**src/rtl/spi_packet_scheduler.sv**
```systemverilog
// spi_packet_scheduler
//
// Stages quaternion and gyro samples from the sensor controller and publishes
// them as a 128-bit packet for the MCU SPI slave. A packet is published once
// both sources are fresh, or once a single fresh source has waited
// STALE_TIMEOUT cycles. Publishing is only allowed while the synchronized chip
// select has been inactive for CS_GUARD cycles, so the packet never changes
// under an SPI transaction.
//
// Ports:
//   clk, rst_n            system clock, asynchronous active-low reset
//   cs_n                  raw MCU chip select (asynchronous, active low)
//   quat_valid, quat_*    one-cycle strobe plus signed quaternion sample
//   gyro_valid, gyro_*    one-cycle strobe plus signed gyro sample
//   initialized, error    sensor controller status, sampled at publish time
//   tx_packet             published packet, byte 0 at [127:120]
//   data_ready            an unread packet is available (MCU interrupt)
//   cs_active             synchronized chip select is low
//   seq_num               sequence number of the last published packet
//   overrun_count         saturating count of packets overwritten unread

module spi_packet_scheduler #(
    parameter int unsigned STALE_TIMEOUT = 2000,
    parameter int unsigned CS_GUARD      = 4
) (
    input  logic         clk,
    input  logic         rst_n,
    input  logic         cs_n,
    input  logic         quat_valid,
    input  logic [15:0]  quat_w,
    input  logic [15:0]  quat_x,
    input  logic [15:0]  quat_y,
    input  logic [15:0]  quat_z,
    input  logic         gyro_valid,
    input  logic [15:0]  gyro_x,
    input  logic [15:0]  gyro_y,
    input  logic [15:0]  gyro_z,
    input  logic         initialized,
    input  logic         error,
    output logic [127:0] tx_packet,
    output logic         data_ready,
    output logic         cs_active,
    output logic [3:0]   seq_num,
    output logic [7:0]   overrun_count
);

    localparam int unsigned TmoW   = (STALE_TIMEOUT > 1) ? $clog2(STALE_TIMEOUT) : 1;
    localparam int unsigned GuardW = (CS_GUARD > 0) ? $clog2(CS_GUARD + 1) : 1;

    localparam logic [TmoW-1:0]   TmoLast     = TmoW'(STALE_TIMEOUT - 1);
    localparam logic [GuardW-1:0] GuardMax    = GuardW'(CS_GUARD);
    localparam logic [7:0]        SyncByte    = 8'hAA;
    localparam logic [127:0]      ResetPacket = {SyncByte, 120'd0};

    typedef enum logic [1:0] {
        StIdle,
        StCollect,
        StWaitCs,
        StPublish
    } state_e;

    state_e              state_q, state_d;

    // cs_sync_q[0] is the first synchronizer flop, [1] is sync2, [2] is sync3
    logic [2:0]          cs_sync_q;
    logic                cs_sync2;
    logic                cs_fall;
    logic [GuardW-1:0]   guard_q, guard_d;

    logic [TmoW-1:0]     tmo_q, tmo_d;

    logic [63:0]         quat_q;
    logic [47:0]         gyro_q;
    logic                quat_fresh_q, quat_fresh_d;
    logic                gyro_fresh_q, gyro_fresh_d;

    logic [127:0]        tx_packet_q, tx_packet_d;
    logic                data_ready_q, data_ready_d;
    logic [3:0]          seq_q, seq_d, seq_inc;
    logic [7:0]          overrun_q, overrun_d;

    logic                publish_req;
    logic                cs_ok;
    logic                strobe;
    logic                do_publish;

    // ------------------------------------------------------------------
    // Chip select synchronizer and guard counter
    // ------------------------------------------------------------------
    assign cs_sync2 = cs_sync_q[1];
    // Falling edge of the synchronized CS: the MCU has started a read.
    assign cs_fall  = cs_sync_q[2] & ~cs_sync_q[1];

    always_ff @(posedge clk or negedge rst_n) begin
        if (!rst_n) begin
            cs_sync_q <= 3'b111;
        end else begin
            cs_sync_q <= {cs_sync_q[1:0], cs_n};
        end
    end

    always_comb begin
        guard_d = guard_q;
        if (!cs_sync2) begin
            guard_d = '0;
        end else if (guard_q != GuardMax) begin
            guard_d = guard_q + 1'b1;
        end
    end

    assign cs_ok = cs_sync2 && (guard_q == GuardMax);

    // ------------------------------------------------------------------
    // Staleness timeout
    // ------------------------------------------------------------------
    // Counts while exactly one source is fresh. It saturates so a publish that
    // is held off by CS cannot wrap it, and clears on publish so a strobe that
    // lands in the publish cycle starts a fresh wait.
    always_comb begin
        tmo_d = tmo_q;
        if (do_publish || (!quat_fresh_q && !gyro_fresh_q)) begin
            tmo_d = '0;
        end else if ((quat_fresh_q ^ gyro_fresh_q) && (tmo_q != TmoLast)) begin
            tmo_d = tmo_q + 1'b1;
        end
    end

    assign publish_req = (quat_fresh_q && gyro_fresh_q) || (tmo_q == TmoLast);
    assign strobe      = quat_valid | gyro_valid;

    // ------------------------------------------------------------------
    // Sequencing state machine
    // ------------------------------------------------------------------
    always_comb begin
        state_d    = state_q;
        do_publish = 1'b0;
        unique case (state_q)
            StIdle: begin
                if (strobe) begin
                    state_d = StCollect;
                end
            end
            StCollect: begin
                // When CS is already quiet the wait state is passed through in
                // the same cycle, so publish follows the request directly.
                if (publish_req) begin
                    state_d = cs_ok ? StPublish : StWaitCs;
                end
            end
            StWaitCs: begin
                if (cs_ok) begin
                    state_d = StPublish;
                end
            end
            StPublish: begin
                do_publish = 1'b1;
                state_d    = strobe ? StCollect : StIdle;
            end
            default: begin
                state_d = StIdle;
            end
        endcase
    end

    // ------------------------------------------------------------------
    // Fresh flags, packet assembly and MCU handshake
    // ------------------------------------------------------------------
    // A strobe in the publish cycle wins over the clear.
    assign quat_fresh_d = quat_valid | (quat_fresh_q & ~do_publish);
    assign gyro_fresh_d = gyro_valid | (gyro_fresh_q & ~do_publish);
    assign seq_inc      = seq_q + 4'd1;

    always_comb begin
        tx_packet_d  = tx_packet_q;
        data_ready_d = data_ready_q;
        seq_d        = seq_q;
        overrun_d    = overrun_q;
        if (cs_fall) begin
            data_ready_d = 1'b0;
        end
        // Publish has priority over the CS clear.
        if (do_publish) begin
            seq_d        = seq_inc;
            tx_packet_d  = {SyncByte, quat_q, gyro_q,
                            seq_inc, error, initialized, gyro_fresh_q, quat_fresh_q};
            data_ready_d = 1'b1;
            if (data_ready_q && (overrun_q != 8'hFF)) begin
                overrun_d = overrun_q + 8'd1;
            end
        end
    end

    // ------------------------------------------------------------------
    // State registers
    // ------------------------------------------------------------------
    always_ff @(posedge clk or negedge rst_n) begin
        if (!rst_n) begin
            state_q      <= StIdle;
            guard_q      <= '0;
            tmo_q        <= '0;
            quat_fresh_q <= 1'b0;
            gyro_fresh_q <= 1'b0;
            tx_packet_q  <= ResetPacket;
            data_ready_q <= 1'b0;
            seq_q        <= 4'd0;
            overrun_q    <= 8'd0;
        end else begin
            state_q      <= state_d;
            guard_q      <= guard_d;
            tmo_q        <= tmo_d;
            quat_fresh_q <= quat_fresh_d;
            gyro_fresh_q <= gyro_fresh_d;
            tx_packet_q  <= tx_packet_d;
            data_ready_q <= data_ready_d;
            seq_q        <= seq_d;
            overrun_q    <= overrun_d;
        end
    end

    // Staging registers: latest sample wins. The packet is assembled from the
    // registered values, so a strobe in the publish cycle goes to the next one.
    always_ff @(posedge clk or negedge rst_n) begin
        if (!rst_n) begin
            quat_q <= '0;
            gyro_q <= '0;
        end else begin
            if (quat_valid) begin
                quat_q <= {quat_w, quat_x, quat_y, quat_z};
            end
            if (gyro_valid) begin
                gyro_q <= {gyro_x, gyro_y, gyro_z};
            end
        end
    end

    assign tx_packet     = tx_packet_q;
    assign data_ready    = data_ready_q;
    assign cs_active     = ~cs_sync2;
    assign seq_num       = seq_q;
    assign overrun_count = overrun_q;

endmodule
```
**config.mk**
```make
export PLATFORM = sky130hd
export DESIGN_NAME = spi_packet_scheduler
export DESIGN_NICKNAME = d
export VERILOG_FILES = /design/src/rtl/spi_packet_scheduler.sv
export SDC_FILE = /design/constraint.sdc
export NUM_CORES = 1
export LEC_CHECK = 0
export CORE_MARGIN = 3
export CORE_UTILIZATION = 49
export DETAILED_ROUTE_END_ITERATION = 12
export GPL_TIMING_DRIVEN = 0
export PLACE_DENSITY = 0.8
export REMOVE_ABC_BUFFERS = 1
export SLEW_MARGIN = 20
export SYNTH_ARGS = -nofsm -noshare
export SYNTH_HDL_FRONTEND = slang
export SYNTH_SLANG_ARGS = --single-unit
export TNS_END_PERCENT = 10
```
**constraint.sdc**
```tcl
create_clock -name clk -period 1.9 [get_ports clk]
set_input_delay 0.38 -clock clk [delete_from_list [all_inputs] [get_ports clk]]
set_output_delay 0.38 -clock clk [all_outputs]
set_load 0.01 [all_outputs]
```
==> impl_metrics.tcl, run 1 <==
set metrics [dict create \
    drv_slew 0 \
    gp_congestion 0.715 \
    n_fill_cell 1401 \
    grt_pass1_vias 6491 \
    hold_viol_final 0 \
    ir_drop_mv 1.01 \
    netlist_area_mm2 0.0102 \
    period_share_pct 96.7 \
    status "finished clean" \
    slowest_stage "clkdlybuf4s50_1" \
    grt_pass1_wl_mm 33.3 \
    drtPass1Iterations 4 \
    fin_util_pct 68.7 \
    row_count 52 \
    clk_latency_ps 520 \
    synth_edf_count 0 \
    grt_start_max_net_pins 102 \
    p_comb_share_pct 37.2 \
    grt_overflow_total 0 \
    ys_warn_count 0 \
    cp_num_buf_inv 1 \
    synth_flop_cell "dfrtp_1" \
    worstPathArrival_ps 1460 \
    ys_types 35 \
    tightest_slew_ps 704 \
    p_switching_mw 6.07 \
    p_seq_share_pct 39.1 \
    path_cells "clkdlybuf4s50_1" \
    setup_viol 0 \
    io_pins 261 \
    cts-buffers-inserted 28 \
    p_per_area_mw_per_mm2 1520 \
    drcViolationCount 0 \
    die_w_um 150 \
    die_h_um 150 \
    p_clk_share_pct 23.8 \
    wl_per_cell_um 17.3 \
    via_per_inst 4.96 \
    critPathLaunchType "flip-flop" \
    place_area_mm2 0.0130 \
    totalWireLength_mm 20.7 \
    async_flop_share_pct 100 \
    cts_root_buf "clkbuf_16" \
    ant_nets 0 \
    p_sw_share_pct 28.7 \
    p_int_mw 15.1 \
    hp-class "in2reg" \
    drive_above_1_share_pct 31.5 \
    max_cap_viol_count 0 \
    layout_min_cycle_time_ps 1840 \
    initial_core_util_pct 50.1 \
    cts_buffer_depth 3 \
    clock-sinks 262 \
    fin_area_mm2 0.0139 \
    core_area_mm2 0.0203 \
    p_leak_nw 5.98 \
    finClkSkew_ps 16.7 \
    postSynthCellCount 650 \
    syn_to_final_growth_pct 37.0 \
    slowest_delay_ps 600 \
    synth_area_per_cell_um2 15.7 \
    worstSetupPathType "reg2out" \
    crit_family "buffers and inverters" \
    crit_path_end_kind "output pin" \
    grt_antenna_before_repair 0 \
    layout.nets 1039 \
    clock.fmax_mhz 544 \
    dieArea_mm2 0.0225 \
    crit_required_ps 1520 \
    grt_usage_pct 18.2 \
    clk_pin_slew_worst_paths_ps 60 \
    io_buffers 252 \
    hpwl_mm 13.7 \
    cts_tree "done" \
    synth_seq_cells 262 \
    worstPathMaxFanout 2 \
    drtIter0Drc 162 \
    yosysSeqAreaShare_pct 64.5 \
    rsz0062_at_grt "no" \
    htreeDepth 1 \
    slew_headroom_pct 53.1 \
    detailroute.via_count 5933 \
]
## cells in the mapped netlist (2+ instances only)
library cell / count / area, µm²
dfrtp_1: 259 / 6480
mux2_2: 229 / 2580
buf_2: 24 / 120
inv_1: 14 / 52.6
nor2_1: 14 / 52.6
buf_4: 12 / 90.1
ha_1: 12 / 150
xor2_1: 11 / 96.3
nand2_1: 9 / 33.8
nand3_1: 8 / 40.0
xnor2_1: 7 / 61.3
o21ai_0: 6 / 30.0
clkbuf_1: 4 / 15.0
nand4_1: 4 / 25.0
nor3_1: 4 / 20.0
a21oi_1: 3 / 15.0
and3_1: 3 / 18.8
dfstp_2: 3 / 78.8
mux2_1: 3 / 33.8
or3_1: 3 / 18.8
a21o_1: 2 / 15.0
conb_1: 2 / 7.51
o21ai_1: 2 / 10.0
## state kept, by name (all words and copies together), names as in the netlist
signal / cells
quat_q: 64
data_ready: 1
tmo_q: 11
gyro_fresh_q: 1
tx_packet: 117
quat_fresh_q: 1
overrun_count: 8
gyro_q: 48
seq_num: 3
state_q: 2
guard_q: 3
cs_sync_q: 3
## cell families after synthesis
| logic type | synth area share [%] |
|---|---|
| adder cells (fa/ha/maj) | 1.48 |
| buffers and inverters | 2.73 |
| multiplexers | 25.7 |
| XOR/XNOR | 1.55 |
| other | 0.0738 |
| flip-flops | 64.5 |
| AND/OR/NAND/NOR | 2.57 |
| AO/OA/AOI/OAI | 1.45 |
## path summary, 6_finish.rpt
path,startpoint,endpoint,slack [ps],cells past startpoint
max,tx_packet[55]$_DFFE_PN0P_,tx_packet[55],60,1
min,cs_n,cs_sync_q[0]$_DFF_PN1_,290,1
max reg2reg,tmo_q[0]$_DFFE_PN0P_,state_q[0]$_DFFE_PN0P_,120,5
min reg2reg,cs_sync_q[0]$_DFF_PN1_,cs_sync_q[1]$_DFF_PN1_,350,0
max in group asynchronous,rst_n,cs_sync_q[1]$_DFF_PN1_,620,3
min in group asynchronous,rst_n,quat_q[0]$_DFFE_PN0P_,410,2
## stage by stage
stage	total power [mW]	setup TNS [ps]	instances	setup slack (ps)	hold slack, ps
finish	21.2	0	1197	63.1	289
global placement	14.7	-3477330	1138	-10520	346
global route	22.4	0	1196	0.608	274
detailed placement	16.1	-1230	1143	-300	348
floorplan	11.5	-290010	616	-2600	84.4
CTS	21.4	0	1194	2.69	273
## routing by layer
metal  track usage [%]  wire (µm)  vias up
met3              7.71       2140       26
met5                 0          0        -
met1              22.1       8140     2966
met2              30.5      10200      178
met4              3.98        254        0
li1                  -          -     2763
## cell usage in the layout, fill, tap and decap left out, drive strengths merged, types with 6 or more instances in the layout
cell	instances
ha	12
xor2	11
dlygate4sd2	6
nand2	9
buf	12
inv	14
xnor2	7
clkbuf	44
dfrtp	259
dlymetal6s2s	9
mux2	232
conb	8
nand3	9
clkdlybuf4s50	234
nor2	14
o21ai	8
## cell type report
cell class	count	area (µm²)	share of cell area [%]
flip-flops and latches	262	6560	47.1
multi-input cells	340	3380	24.3
repair buffers	262	2730	19.6
clock buffers	44	842	6.04
well taps	270	338	2.42
inverters	14	52.6	0.377
clock inverters	4	26.3	0.189
diodes	1	2.50	0.0180
## power by group through the flow
stage | Combinational (mW) | Clock, mW | Sequential (mW)
after global routing | 8.43 | 5.44 | 8.51
after global placement | 6.57 | 0 | 8.17
after detailed placement | 7.80 | 0 | 8.35
after CTS | 7.95 | 5.18 | 8.29
final | 7.87 | 5.03 | 8.27
after floorplan | 2.62 | 0 | 8.89
## timing repair
| action | CTS | global route |
|---|---|---|
| hold endpoints to repair | 62 | 0 |
| pin swaps | 1 | 1 |
| gates cloned | 0 | 0 |
| setup endpoints to repair | 62 | 14 |
| hold buffers | 1 | 0 |
| buffers inserted | 2 | 2 |
| gates resized for setup | 7 | 10 |
No activity file was read; power rests on OpenSTA's default activity.
==> inputs of run 2 (changes only) <==
--- a/config.mk
+++ b/config.mk
@@ -8,6 +8,7 @@
 export CORE_MARGIN = 3
 export CORE_UTILIZATION = 49
 export DETAILED_ROUTE_END_ITERATION = 12
+export GPL_ROUTABILITY_DRIVEN = 0
 export GPL_TIMING_DRIVEN = 0
 export PLACE_DENSITY = 0.8
 export REMOVE_ABC_BUFFERS = 1
==> results of run 2 <==
The final DEF is identical to that of run 1; final timing and power are the same.
==> inputs of run 3 (changes only) <==
--- a/config.mk
+++ b/config.mk
@@ -7,6 +7,7 @@
 export LEC_CHECK = 0
 export CORE_MARGIN = 3
 export CORE_UTILIZATION = 49
+export CTS_CLUSTER_SIZE = 12
 export DETAILED_ROUTE_END_ITERATION = 12
 export GPL_ROUTABILITY_DRIVEN = 0
 export GPL_TIMING_DRIVEN = 0
==> results of run 3 <==
The final DEF is identical to that of run 1; final timing and power are the same.
